$ cat config.mk
export PLATFORM = sky130hd
export DESIGN_NAME = rst_sequencer
export DESIGN_NICKNAME = d
export VERILOG_FILES = /design/src/rtl/rst_sequencer.sv
export SDC_FILE = /design/constraint.sdc
export NUM_CORES = 1
export LEC_CHECK = 0
export BUFFER_PORTS_ARGS = -buffer_cell sky130_fd_sc_hd__buf_4
export CAP_MARGIN = 20
export CORE_ASPECT_RATIO = 0.7
export CORE_MARGIN = 5
export CORE_UTILIZATION = 30
export DETAILED_ROUTE_END_ITERATION = 12
export PLACE_DENSITY = 0.49
export REMOVE_ABC_BUFFERS = 1
export SYNTH_ARGS = -nofsm -noshare
export SYNTH_HDL_FRONTEND = slang
export SYNTH_SLANG_ARGS = --single-unit
$ cat constraint.sdc
create_clock -name clk -period 3.2 [get_ports clk]
set_input_delay 0.32 -clock clk [delete_from_list [all_inputs] [get_ports clk]]
set_output_delay 0.32 -clock clk [all_outputs]
set_load 0.01 [all_outputs]
$ cat src/rtl/rst_sequencer.sv
// Multi-channel active-low reset sequencer: each channel emits 2*PULSES-1 toggles at its own phase length.
// Define RSTSEQ_LO_GEN_EN to also generate a free-running LO square wave on lo_o (otherwise lo_o is tied low).
module rst_sequencer #(
  parameter int CHANNELS = 2,
  parameter int CNT_W    = 16,
  parameter int PULSES   = 2,
  parameter int LO_HALF  = 4
) (
  input  logic                      clk,
  input  logic                      rst,
  input  logic                      start_i,
  input  logic [CHANNELS*CNT_W-1:0] period_i,
  output logic [CHANNELS-1:0]       chan_rst_o,
  output logic                      busy_o,
  output logic                      done_o,
  output logic                      lo_o
);

  localparam int TOGGLES = 2 * PULSES - 1;
  localparam int TOG_W   = $clog2(TOGGLES + 1);
  localparam logic [TOG_W-1:0] LAST_TOG = TOG_W'(TOGGLES - 1);

  typedef enum logic [1:0] {IDLE, RUN, DONE} state_e;

  state_e              state_q, state_d;
  logic [CNT_W-1:0]    period_q [CHANNELS];
  logic [CNT_W-1:0]    period_d [CHANNELS];
  logic [CNT_W-1:0]    cnt_q    [CHANNELS];
  logic [CNT_W-1:0]    cnt_d    [CHANNELS];
  logic [TOG_W-1:0]    tog_q    [CHANNELS];
  logic [TOG_W-1:0]    tog_d    [CHANNELS];
  logic [CHANNELS-1:0] chan_q, chan_d;
  logic [CHANNELS-1:0] fin_q, fin_d;
  logic                start;

  // IDLE always starts on its first edge out of reset; DONE only restarts on request.
  assign start = (state_q == IDLE) || ((state_q == DONE) && start_i);

  always_comb begin
    state_d  = state_q;
    period_d = period_q;
    cnt_d    = cnt_q;
    tog_d    = tog_q;
    chan_d   = chan_q;
    fin_d    = fin_q;
    if (start) begin
      state_d = RUN;
      for (int k = 0; k < CHANNELS; k++) begin
        period_d[k] = (period_i[k*CNT_W +: CNT_W] == '0) ? CNT_W'(1)
                                                          : period_i[k*CNT_W +: CNT_W];
        cnt_d[k]    = '0;
        tog_d[k]    = '0;
        chan_d[k]   = 1'b0;
        fin_d[k]    = 1'b0;
      end
    end else if (state_q == RUN) begin
      if (&fin_q) begin
        state_d = DONE;
      end
      for (int k = 0; k < CHANNELS; k++) begin
        if (!fin_q[k]) begin
          if (cnt_q[k] == period_q[k] - CNT_W'(1)) begin
            chan_d[k] = ~chan_q[k];
            cnt_d[k]  = '0;
            tog_d[k]  = tog_q[k] + TOG_W'(1);
            if (tog_q[k] == LAST_TOG) begin
              fin_d[k] = 1'b1;
            end
          end else begin
            cnt_d[k] = cnt_q[k] + CNT_W'(1);
          end
        end
      end
    end
  end

  always_ff @(posedge clk or negedge rst) begin
    if (!rst) begin
      state_q <= IDLE;
      chan_q  <= '0;
      fin_q   <= '0;
      for (int k = 0; k < CHANNELS; k++) begin
        period_q[k] <= '0;
        cnt_q[k]    <= '0;
        tog_q[k]    <= '0;
      end
    end else begin
      state_q  <= state_d;
      chan_q   <= chan_d;
      fin_q    <= fin_d;
      period_q <= period_d;
      cnt_q    <= cnt_d;
      tog_q    <= tog_d;
    end
  end

  assign chan_rst_o = chan_q;
  assign busy_o     = (state_q == RUN);
  assign done_o     = &fin_q;

`ifdef RSTSEQ_LO_GEN_EN
  localparam int LO_W = $clog2(LO_HALF + 1);

  logic [LO_W-1:0] lo_cnt_q, lo_cnt_d;
  logic            lo_q, lo_d;

  // Counter runs 1..LO_HALF so the first inversion lands LO_HALF edges after the first edge out of reset.
  always_comb begin
    lo_cnt_d = lo_cnt_q + LO_W'(1);
    lo_d     = lo_q;
    if (lo_cnt_q == LO_W'(LO_HALF)) begin
      lo_d     = ~lo_q;
      lo_cnt_d = LO_W'(1);
    end
  end

  always_ff @(posedge clk or negedge rst) begin
    if (!rst) begin
      lo_cnt_q <= '0;
      lo_q     <= 1'b0;
    end else begin
      lo_cnt_q <= lo_cnt_d;
      lo_q     <= lo_d;
    end
  end

  assign lo_o = lo_q;
`else
  logic lo_half_unused;
  assign lo_half_unused = (LO_HALF > 0);
  assign lo_o           = 1'b0;
`endif

endmodule

# Yosys cells after proc, flatten, opt, wreduce, memory -nomap -nowiden
# Cells that the tools add are included.
[word_totals]
reg_bits = 74
in_bits = 35
output_inout_bits = 5
[classes]
addsub = 6
eq_ne = 8
mux = 31
n_bitwise = 2
reduce_logical = 15
[ops]
columns = ["cell", "n"]
rows = [
  ["$mux 16", 6],
  ["$mux 32", 2],
  ["$add 16x1->16 const B", 2],
  ["$eq 16x16->1", 2],
  ["$logic_not 16->1", 2],
  ["$sub 16x1->16 const B", 2],
  ["$mux 2", 11],
  ["$mux 1", 10],
  ["$mux 4", 2],
  ["$reduce_and 2->1", 4],
  ["$reduce_bool 2->1", 4],
  ["$eq 2x2->1 const B", 3],
  ["$reduce_and 3->1", 2],
  ["$add 2x1->2 const B", 2],
  ["$ne 2x1->1 const B", 2],
  ["$eq 2x1->1 const B", 1],
  ["$logic_not 2->1", 1],
  ["$not 1->1", 2],
  ["$logic_and 1x1->1", 1],
  ["$logic_or 1x1->1", 1],
]

# Logic depth before layout (Yosys ltp)
# Gate-level depths: netlist (run 1).
[depth]
depth_word = 6
mapped_depth = 10
depth_no_buf = 9

# Worst setup path after synthesis (run 1)
# OpenSTA, ideal clock, no wires.
[synth_path]
path_kind = "register -> register"
from = "reg period_q[19] (netlist name)"
to = "reg cnt_q[27] (netlist name)"
t_arrival_ns = 2.652
required_ns = 3.082
setup_slack_ns = 0.430
stages_incl_launch_ff = 9
path_cell_list = "dfrtp_1 > nor4_2 > nand3_1 > xnor2_1 > or4b_2 > o41ai_4 > and2_4 > buf_12 > nor2_1"
[synth_via]
elab_chain_cells = 6
[synth_rtl]
columns = ["element", "line_no", "source"]
rows = [
  ["from (decl)", "26", "logic [CNT_W-1:0] period_q [CHANNELS];"],
  ["from (signal assigned)", "91", "period_q <= period_d;"],
  ["$sub 16x1->16", "62", "if (cnt_q[k] == period_q[k] - CNT_W'(1)) begin"],
  ["$eq 16x16->1", "62", ""],
  ["$mux 16", "62", ""],
  ["$mux 16", "61", "if (!fin_q[k]) begin"],
  ["$mux 32", "56", "end else if (state_q == RUN) begin"],
  ["$mux 32", "46", "if (start) begin"],
  ["to (signal assigned)", "92", "cnt_q <= cnt_d;"],
  ["to (decl)", "28", "logic [CNT_W-1:0] cnt_q [CHANNELS];"],
]
# Every way passes these cells. The select of a mux whose other input is x is not followed.
# A chain may end at the register's enable or synchronous reset.

# Worst setup path after layout (run 1)
[layout_path]
from = "reg period_q[16] (netlist name)"
to = "reg chan_q[0] (netlist: chan_rst_o[0])"
[layout_via]
elab_chain_cells = 4
[layout_rtl]
columns = ["element", "line_no", "source"]
rows = [
  ["$sub 16x1->16", "62", ""],
  ["$eq 16x16->1", "62", ""],
  ["$reduce_bool 2->1 (no source line)", "--", ""],
  ["$reduce_and 3->1 (no source line)", "--", ""],
  ["to (signal assigned)", "89", "chan_q <= chan_d;"],
  ["to (decl)", "32", "logic [CHANNELS-1:0] chan_q, chan_d;"],
]
# Every way passes these cells.

==> results of run 1 <==
[synthesized netlist by cell type (9+ instances only)]
master / number
xor2_1: 42
and3_1: 9
nor2_1: 42
nor4_1: 11
clkbuf_1: 11
o21ai_0: 15
nand2_1: 106
dfrtp_1: 74
nor3_1: 11
xnor2_1: 21
nand3_1: 17
inv_1: 11
[power by group through the flow]
stage          Clock, µW  Combinational (µW)  Sequential, µW
6_report             962                65.3             935
2_1_floorplan          0                2.68             953
5_1_grt             1030                73.9             935
3_3_place_gp           0                61.8             953
3_5_place_dp           0                62.9             953
4_1_cts              995                63.1             935
[layer usage]
layer | part of all wire [%] | vias to the layer above | wire length (µm)
met3 | 6.1 | 9 | 721
met1 | 54 | 1752 | 6360
met5 | 0 | - | 0
met4 | 0.92 | 0 | 108
met2 | 39 | 69 | 4560
li1 | - | 1824 | -
[timing repair]
item	CTS	global route
resized for setup	0	1
endpoints found under the setup margin	0	3
hold endpoints to repair	0	25
hold buffers	0	1
setup buffers	0	2
[kinds of logic (layout without fill, tap and decap cells)]
| logic type | count (synthesis) | in the layout | share of synthesized area, % |
|---|---|---|---|
| flops | 74 | 74 | 41.5 |
| fa+ha+maj | 6 | 6 | 1.68 |
| simple gates | 259 | 259 | 29.2 |
| xor+xnor | 63 | 63 | 12.4 |
| buf+inv | 29 | 82 | 3.23 |
| mux | 8 | 8 | 1.82 |
| other cells | 1 | 1 | 0.0841 |
| compound gates | 59 | 59 | 10.1 |
[worst max-delay path by stage]
stage	slack, ns	end	startpoint
6_report	0.20	chan_rst_o[0]$_DFFE_PN0P_	period_q[16]$_DFFE_PN0N_
5_1_grt	0.06	cnt_q[18]$_DFFE_PN0P_	period_q[16]$_DFFE_PN0N_
4_1_cts	0.11	tog_q[2]$_DFFE_PN0P_	period_q[16]$_DFFE_PN0N_
3_5_place_dp	0.13	tog_q[2]$_DFFE_PN0P_	period_q[16]$_DFFE_PN0N_
3_3_place_gp	0.23	tog_q[2]$_DFFE_PN0P_	period_q[16]$_DFFE_PN0N_
2_1_floorplan	0.43	chan_rst_o[0]$_DFFE_PN0P_	period_q[19]$_DFFE_PN0N_
[flip-flops by register name, indices dropped and copies added, names as in the netlist]
signal      count
cnt_q          32
fin_q           2
period_q       32
state_q         2
tog_q           4
chan_rst_o      2
[cell type report]
cell class | count | area [µm²]
timing repair buffer | 55 | 435
inverter | 11 | 41.3
sequential | 74 | 1850
tap | 195 | 244
multi-input combinational | 396 | 2470
fill | 1539 | 9310
clock buffer | 10 | 229
clock inverter | 6 | 51.3
[layout by cell type, fill, tap and decap left out, types with 3 or more instances in the layout]
| cell type | instances |
|---|---|
| a211oi_1 | 3 |
| a21o_1 | 3 |
| a21oi_1 | 6 |
| a31oi_1 | 4 |
| and2_1 | 3 |
| and3_1 | 9 |
| buf_4 | 53 |
| clkbuf_16 | 9 |
| clkinv_4 | 4 |
| dfrtp_1 | 74 |
| ha_1 | 6 |
| inv_1 | 11 |
| mux2i_1 | 7 |
| nand2_1 | 106 |
| nand2b_1 | 4 |
| nand3_1 | 17 |
| nand3b_1 | 5 |
| nand4_1 | 7 |
| nand4b_1 | 5 |
| nor2_1 | 42 |
| nor2_2 | 8 |
| nor2b_1 | 5 |
| nor3_1 | 11 |
| nor3b_1 | 5 |
| nor4_1 | 10 |
| nor4_2 | 3 |
| o2111ai_1 | 3 |
| o21ai_0 | 15 |
| o22ai_1 | 3 |
| or4_1 | 3 |
| xnor2_1 | 21 |
| xor2_1 | 42 |
[critical path, cell delays in order, from the launching register on]
cell and delay, ns:
dfrtp_1 0.40, inv_1 0.09, ha_1 0.22, nor3b_1 0.27
nand3_1 0.14, xnor2_1 0.15, or4b_2 0.70, o41ai_4 0.46
and2_4 0.34, mux2i_1 0.11
[metrics by stage]
step	utilization, %	total power [µW]
after floorplan	-	956
after global placement	34.0	1010
after detailed placement	34.0	1020
after CTS	36.0	1990
after global routing	36.4	2040
final	36.4	1960
==> summary.md, run 1 <==
| Metric | Value |
|---|---|
| Overall die height | `112 µm` |
| Worst Setup Path Type | `flop to flop` |
| Slew at the pin closest to its max-slew limit | `0.733 ns` |
| R2r endpoint | `chan_rst_o[0]$_DFFE_PN0P_` |
| Initial core utilization | `30.5%` |
| Number of cells after detailed placement | `727` |
| Total power per unit cell area | `369 nW/µm²` |
| Global-route usage over all layers | `14.1%` |
| Reg2reg setup slack | `0.20 ns` |
| Placement row count | `37` |
| Synthesized netlist cell count | `499` |
| Min cycle time layout | `3.00 ns` |
| Number of I/O port buffers | `38` |
| DRC errors left | `0` |
| Mapped Avg Cell Area | `8.93 µm²` |
| Worst clock skew | `0.0104 ns` |
| Launch point of the worst reg-to-reg path | `period_q[16]$_DFFE_PN0N_` |
| Ranking of synthesized cells by area | `dfrtp_1, nand2_1, xor2_1, xnor2_1, nor2_1` |
| CP Capture Type | `flop` |
| Post-place instance area | `4980 µm²` |
| Minimum setup slack after placement | `0.132 ns` |
| Post-layout worst setup margin | `0.197 ns` |
| Met2 GRT Util | `18.7%` |
| Total congestion overflow after global routing | `0` |
| Cell internal power dissipation | `1500 µW` |
| Minimum hold slack | `0.183 ns` |
| Sequential-to-total area share from yosys stat | `41.5%` |
| Startpoint of the worst hold path | `period_i[4]` |
| Total clock buffers created by CTS | `9` |
| Clock Sinks | `74` |
| Outcome | `complete, no violations` |
| Number of standard cells in the layout, taps in and fillers out | `747` |
| Clock group share of total power | `49.0%` |
| Number of enable flip-flop cells after synthesis | `0` |
| Total negative setup slack | `0 ns` |
| Path type of the worst min-delay path | `primary input to flop` |
| Net load switching power | `462 µW` |
| Maximum VDD drop | `0.194 mV` |
| Proportion of netlist area held by the largest area contributor | `41.5%` |
| N_diodes | `0` |
| Clock Root Buffer | `clkbuf_16` |
| Count of unique library cells instantiated by Yosys | `70` |
| Clock transition at the register clock pins on the worst setup and hold paths after CTS | `0.07 ns` |
| Static Leak | `0.00251 µW` |
| Global-route met3 utilization | `3.50%` |
| Dominant cell type by area after synthesis | `dfrtp_1` |
| Net count, final | `588` |
| Ratio of final minimum period to clock period | `93.8%` |
| Global-route wire length before repair | `19,700 µm` |
| CTS tree | `yes` |
| Peak-usage layer in the global routing report | `met1` |
| Part of the power in registers | `47.6%` |
| Die outline width | `156 µm` |
| Floorplan die area | `17,400 µm²` |
| Initial antenna violation count | `0` |
| Net switching fraction of the power | `23.5%` |
| Data arrival time of the critical path | `3.22 ns` |
| Routed wire length | `11,700 µm` |
| Crit-path max FO | `13` |
| Slew Viols, Final | `0` |
| Ys async rst share | `100%` |
| Final setup viols | `0` |
| Met1 Usage GRT | `22.6%` |
| Final antenna-violating net count | `0` |
| Post-DR vias/cell | `4.89` |
| Total number of vias | `3,654` |
| Count of routing violations after the opening detailed-route iteration | `212` |
| Min-Delay Endpoint | `period_q[20]$_DFFE_PN0N_` |
| Number of global-route vias before repair | `3,713` |
| Number of cells traversed by the worst hold path | `3` |
| Required arrival time at the worst endpoint | `3.42 ns` |
| Startpoint Class | `flop` |
| Fraction of final layout cells sized beyond drive strength 1 | `16.8%` |
| Placed wire-length estimate | `8790 µm` |
| Post-Synthesis Cell Area | `4460 µm²` |
| Core area | `14,600 µm²` |
| Highest clock rate | `333 MHz` |
| Number of maximum-capacitance violations | `0` |
| Largest net degree at the start of global routing | `75` |
| Setup repair after global routing missed its margin | `no` |
| Number of synthesized register bits | `74` |
| First-pass iteration count of the detailed router | `4` |
| Gpl congestion | `0.821` |
| Number of hold violations in the final report | `0` |
| Synth-to-layout area growth | `19.4%` |
| Design Area, Final | `5320 µm²` |
| Count of boundary I/O pins | `40` |
| Post-detailed-route wirelength per cell | `15.7 µm` |
| Number of levels the H-tree was split into | `3` |
| Later-pin clock latency in the skew report | `0.34 ns` |
| Path depth of the worst reg2reg path | `9` |
| Number of synthesis warnings | `0` |
| Fraction of power consumed by combinational cells | `3.3%` |
| Worst-case clock buffer depth | `2` |
| Top flip-flop cell by instance count after synthesis | `dfrtp_1` |
| Slew margin rel. | `50.7%` |
Note: power is estimated with default switching activity, not from simulation.
==> run 2: changes to the inputs <==
- CORE_MARGIN: 5 -> 2
- CORE_UTILIZATION: 30 -> 25
- PLACE_DENSITY: 0.49 -> 0.43
==> run 2 against run 1 <==
  * Non-clock buffer count is 3 higher
  * Fmax is 1.6% lower
  * Critical path depth is 1 higher
  * Via count is 1.9% higher
  * Global-route usage is 0.22 points lower
  * Die area is 8.6% higher
  * Flip-flop and latch count stayed put
  * Power is 8.1% higher
  * Clock power is 16% higher
  * Worst setup slack worse by 0.049 ns
  * Critical path type unchanged
  * Critical endpoint is now cnt_q[29]$_DFFE_PN0P_
  * Highest routed layer unchanged
==> summary.md, run 2 (synthesis gave the netlist of run 1 again) <==
| Metric | Value |
|---|---|
| Outcome | `complete, no violations` |
| Total clock buffers created by CTS | `9 (unchanged)` |
| Crit-path max FO | `6 (-7)` |
| Initial antenna violation count | `1 (+1)` |
| Number of maximum-capacitance violations | `0 (unchanged)` |
| Worst-case clock buffer depth | `2 (unchanged)` |
| CP Capture Type | `flop` |
| Number of global-route vias before repair | `3,677 (-0.97%)` |
| Path type of the worst min-delay path | `primary input to flop` |
| Initial core utilization | `25.7% (-4.7 points)` |
| Final antenna-violating net count | `0 (unchanged)` |
| Number of I/O port buffers | `38 (unchanged)` |
| Part of the power in registers | `44.1% (-3.5 points)` |
| Highest clock rate | `328 MHz (-1.6%)` |
| Later-pin clock latency in the skew report | `0.35 ns (about the same)` |
| CTS tree | `yes` |
| Number of levels the H-tree was split into | `3 (unchanged)` |
| Most common library cell in the layout ignoring fill and taps | `nand2_1` |
| Leading cell types in the layout, fill and taps excluded | `nand2_1, dfrtp_1, buf_4, xor2_1, nor2_1` |
| Global-route met3 utilization | `3.58% (+0.083 points)` |
| Overall die height | `116 µm (+3.3%)` |
| Routed wire length | `12,400 µm (+5.3%)` |
| Fraction of final layout cells sized beyond drive strength 1 | `17.4% (+0.60 points)` |
| DRC errors left | `0 (unchanged)` |
| Clock transition at the register clock pins on the worst setup and hold paths after CTS | `0.07 ns (about the same)` |
| Startpoint Class | `flop` |
| Slew Viols, Final | `0 (unchanged)` |
| Total power per unit cell area | `390 nW/µm² (+5.7%)` |
| Worst Setup Path Type | `flop to flop` |
| Data arrival time of the critical path | `3.28 ns (+0.06 ns)` |
| Final setup viols | `0 (unchanged)` |
| Met2 GRT Util | `18.5% (-0.22 points)` |
| Placed wire-length estimate | `9130 µm (+3.9%)` |
| Slew margin rel. | `40.4% (-10 points)` |
| Ratio of final minimum period to clock period | `95.4% (+1.5 points)` |
| Required arrival time at the worst endpoint | `3.43 ns (about the same)` |
| Clock Root Buffer | `clkbuf_16` |
| Global-route wire length before repair | `20,300 µm (+3.0%)` |
| Critical Path Slowest Stage Cell | `or4b_2` |
| Clock Sinks | `74 (unchanged)` |
| Setup repair after global routing missed its margin | `no` |
| Minimum setup slack after placement | `0.0414 ns (-0.0908 ns)` |
| Slew at the pin closest to its max-slew limit | `0.886 ns (+0.153 ns)` |
| Biggest cell delay along the critical path | `0.70 ns (about the same)` |
| First-pass iteration count of the detailed router | `4 (unchanged)` |
| Net switching fraction of the power | `21.3% (-2.2 points)` |
| Count of boundary I/O pins | `40 (unchanged)` |
| Largest net degree at the start of global routing | `75 (unchanged)` |
| Number of hold violations in the final report | `0 (unchanged)` |
| Synth-to-layout area growth | `22.0%` |
| Peak-usage layer in the global routing report | `met1` |
| Total negative setup slack | `0 ns (unchanged)` |
| Clock group share of total power | `52.8% (+3.8 points)` |
| Placement row count | `40 (+8.1%)` |
| Die outline width | `164 µm (+5.1%)` |
| Total number of vias | `3,722 (+1.9%)` |
| Core area | `17,300 µm² (+18%)` |
| Static Leak | `0.00255 µW (+1.6%)` |
| Count of routing violations after the opening detailed-route iteration | `247 (+17%)` |
| Net load switching power | `451 µW (-2.2%)` |
| Global-route usage over all layers | `13.9% (-0.22 points)` |
| Maximum VDD drop | `0.189 mV (-2.5%)` |
| Cell internal power dissipation | `1670 µW (+11%)` |
| Post-DR vias/cell | `4.72 (-3.4%)` |
| Post-layout worst setup margin | `0.149 ns (-0.0488 ns)` |
| Post-detailed-route wirelength per cell | `15.7 µm (-0.18%)` |
| Top Registers | `cnt_q x32, period_q x32, tog_q x4` |
| Min cycle time layout | `3.05 ns (+0.0488 ns)` |
| Net count, final | `592 (+0.68%)` |
| Fraction of power consumed by combinational cells | `3.1% (-0.2 points)` |
| Worst path cell trace | `inv_1 -> ha_1 -> nor3b_1 -> nand3_1 -> xnor2_1 -> or4b_2 -> o41ai_4 -> buf_4 -> and2_2 -> nor2_2` |
| Met1 Usage GRT | `21.9% (-0.70 points)` |
| Gpl congestion | `0.805 (-2.0%)` |
| Floorplan die area | `18,900 µm² (+8.6%)` |
| Reg2reg setup slack | `0.15 ns (-0.05 ns)` |
| Worst clock skew | `0.0124 ns (+0.00196 ns)` |
| Total congestion overflow after global routing | `0 (unchanged)` |
| End-of-flow core utilization | `31.4% (-5.0 points)` |
==> run 2: worst paths after layout <==
| kind | start | to | cells after the start |
|---|---|---|---|
| worst max-delay path | period_q[16]$_DFFE_PN0N_ | cnt_q[29]$_DFFE_PN0P_ | 10 |
| worst min-delay path | period_i[23] | period_q[7]$_DFFE_PN0N_ | 3 |
| worst max register to register | period_q[16]$_DFFE_PN0N_ | cnt_q[29]$_DFFE_PN0P_ | 10 |
| worst min register to register | tog_q[0]$_DFFE_PN0P_ | tog_q[0]$_DFFE_PN0P_ | 1 |
| max in group asynchronous | rst | period_q[4]$_DFFE_PN0N_ | 3 |
| min in group asynchronous | rst | period_q[30]$_DFFE_PN0N_ | 2 |
==> run 2: power groups by stage <==
stage               clock network [µW]  logic (µW)  registers [µW]
floorplan                            0        2.68             953
global placement                     0        62.6             953
detailed placement                   0        63.6             953
CTS                               1140        63.6             936
global route                      1190        73.7             935
finish                            1120        65.9             936
==> run 2: layout make-up <==
type / instances / area, µm²
fillers: 1853 / 11900
multi-input cells: 397 / 2470
flip-flops and latches: 74 / 1850
repair buffers: 58 / 458
well taps: 231 / 289
clock buffers: 11 / 243
clock inverters: 5 / 77.6
inverters: 11 / 41.3
diodes: 1 / 2.50
==> run 2: layer usage <==
metal | part of all wire [%] | vias to the layer above
li1 | - | 1835
met1 | 56 | 1801
met2 | 38 | 79
met3 | 4.7 | 7
met4 | 0.86 | 0
met5 | 0 | -
==> run 2: per-stage QoR <==
step | instances | area [µm²] | hold WS (ns) | total power [µW]
after CTS | 780 | 5350 | 0.168 | 2140
final | 788 | 5440 | 0.173 | 2120
after global placement | 764 | 5030 | 0.460 | 1020
after floorplan | 481 | 4350 | 0.0244 | 956
after global routing | 787 | 5440 | 0.184 | 2200
after detailed placement | 764 | 5030 | 0.468 | 1020
==> run 2: worst max-delay path: cells and delay by family, from the launching register on <==
kind / cells / cell delay (ns)
flip-flops: 1 / 0.40
XOR/XNOR: 1 / 0.15
adder cells (fa/ha/maj): 1 / 0.21
AO/OA/AOI/OAI: 1 / 0.43
AND/OR/NAND/NOR: 5 / 1.47
buffers and inverters: 2 / 0.26
==> run 2: repair_timing <==
action / CTS / global route
buffers inserted: 0 / 4
hold buffers: 0 / 1
setup endpoints to repair: 0 / 3
gates resized for setup: 0 / 1
hold endpoints to repair: 0 / 7
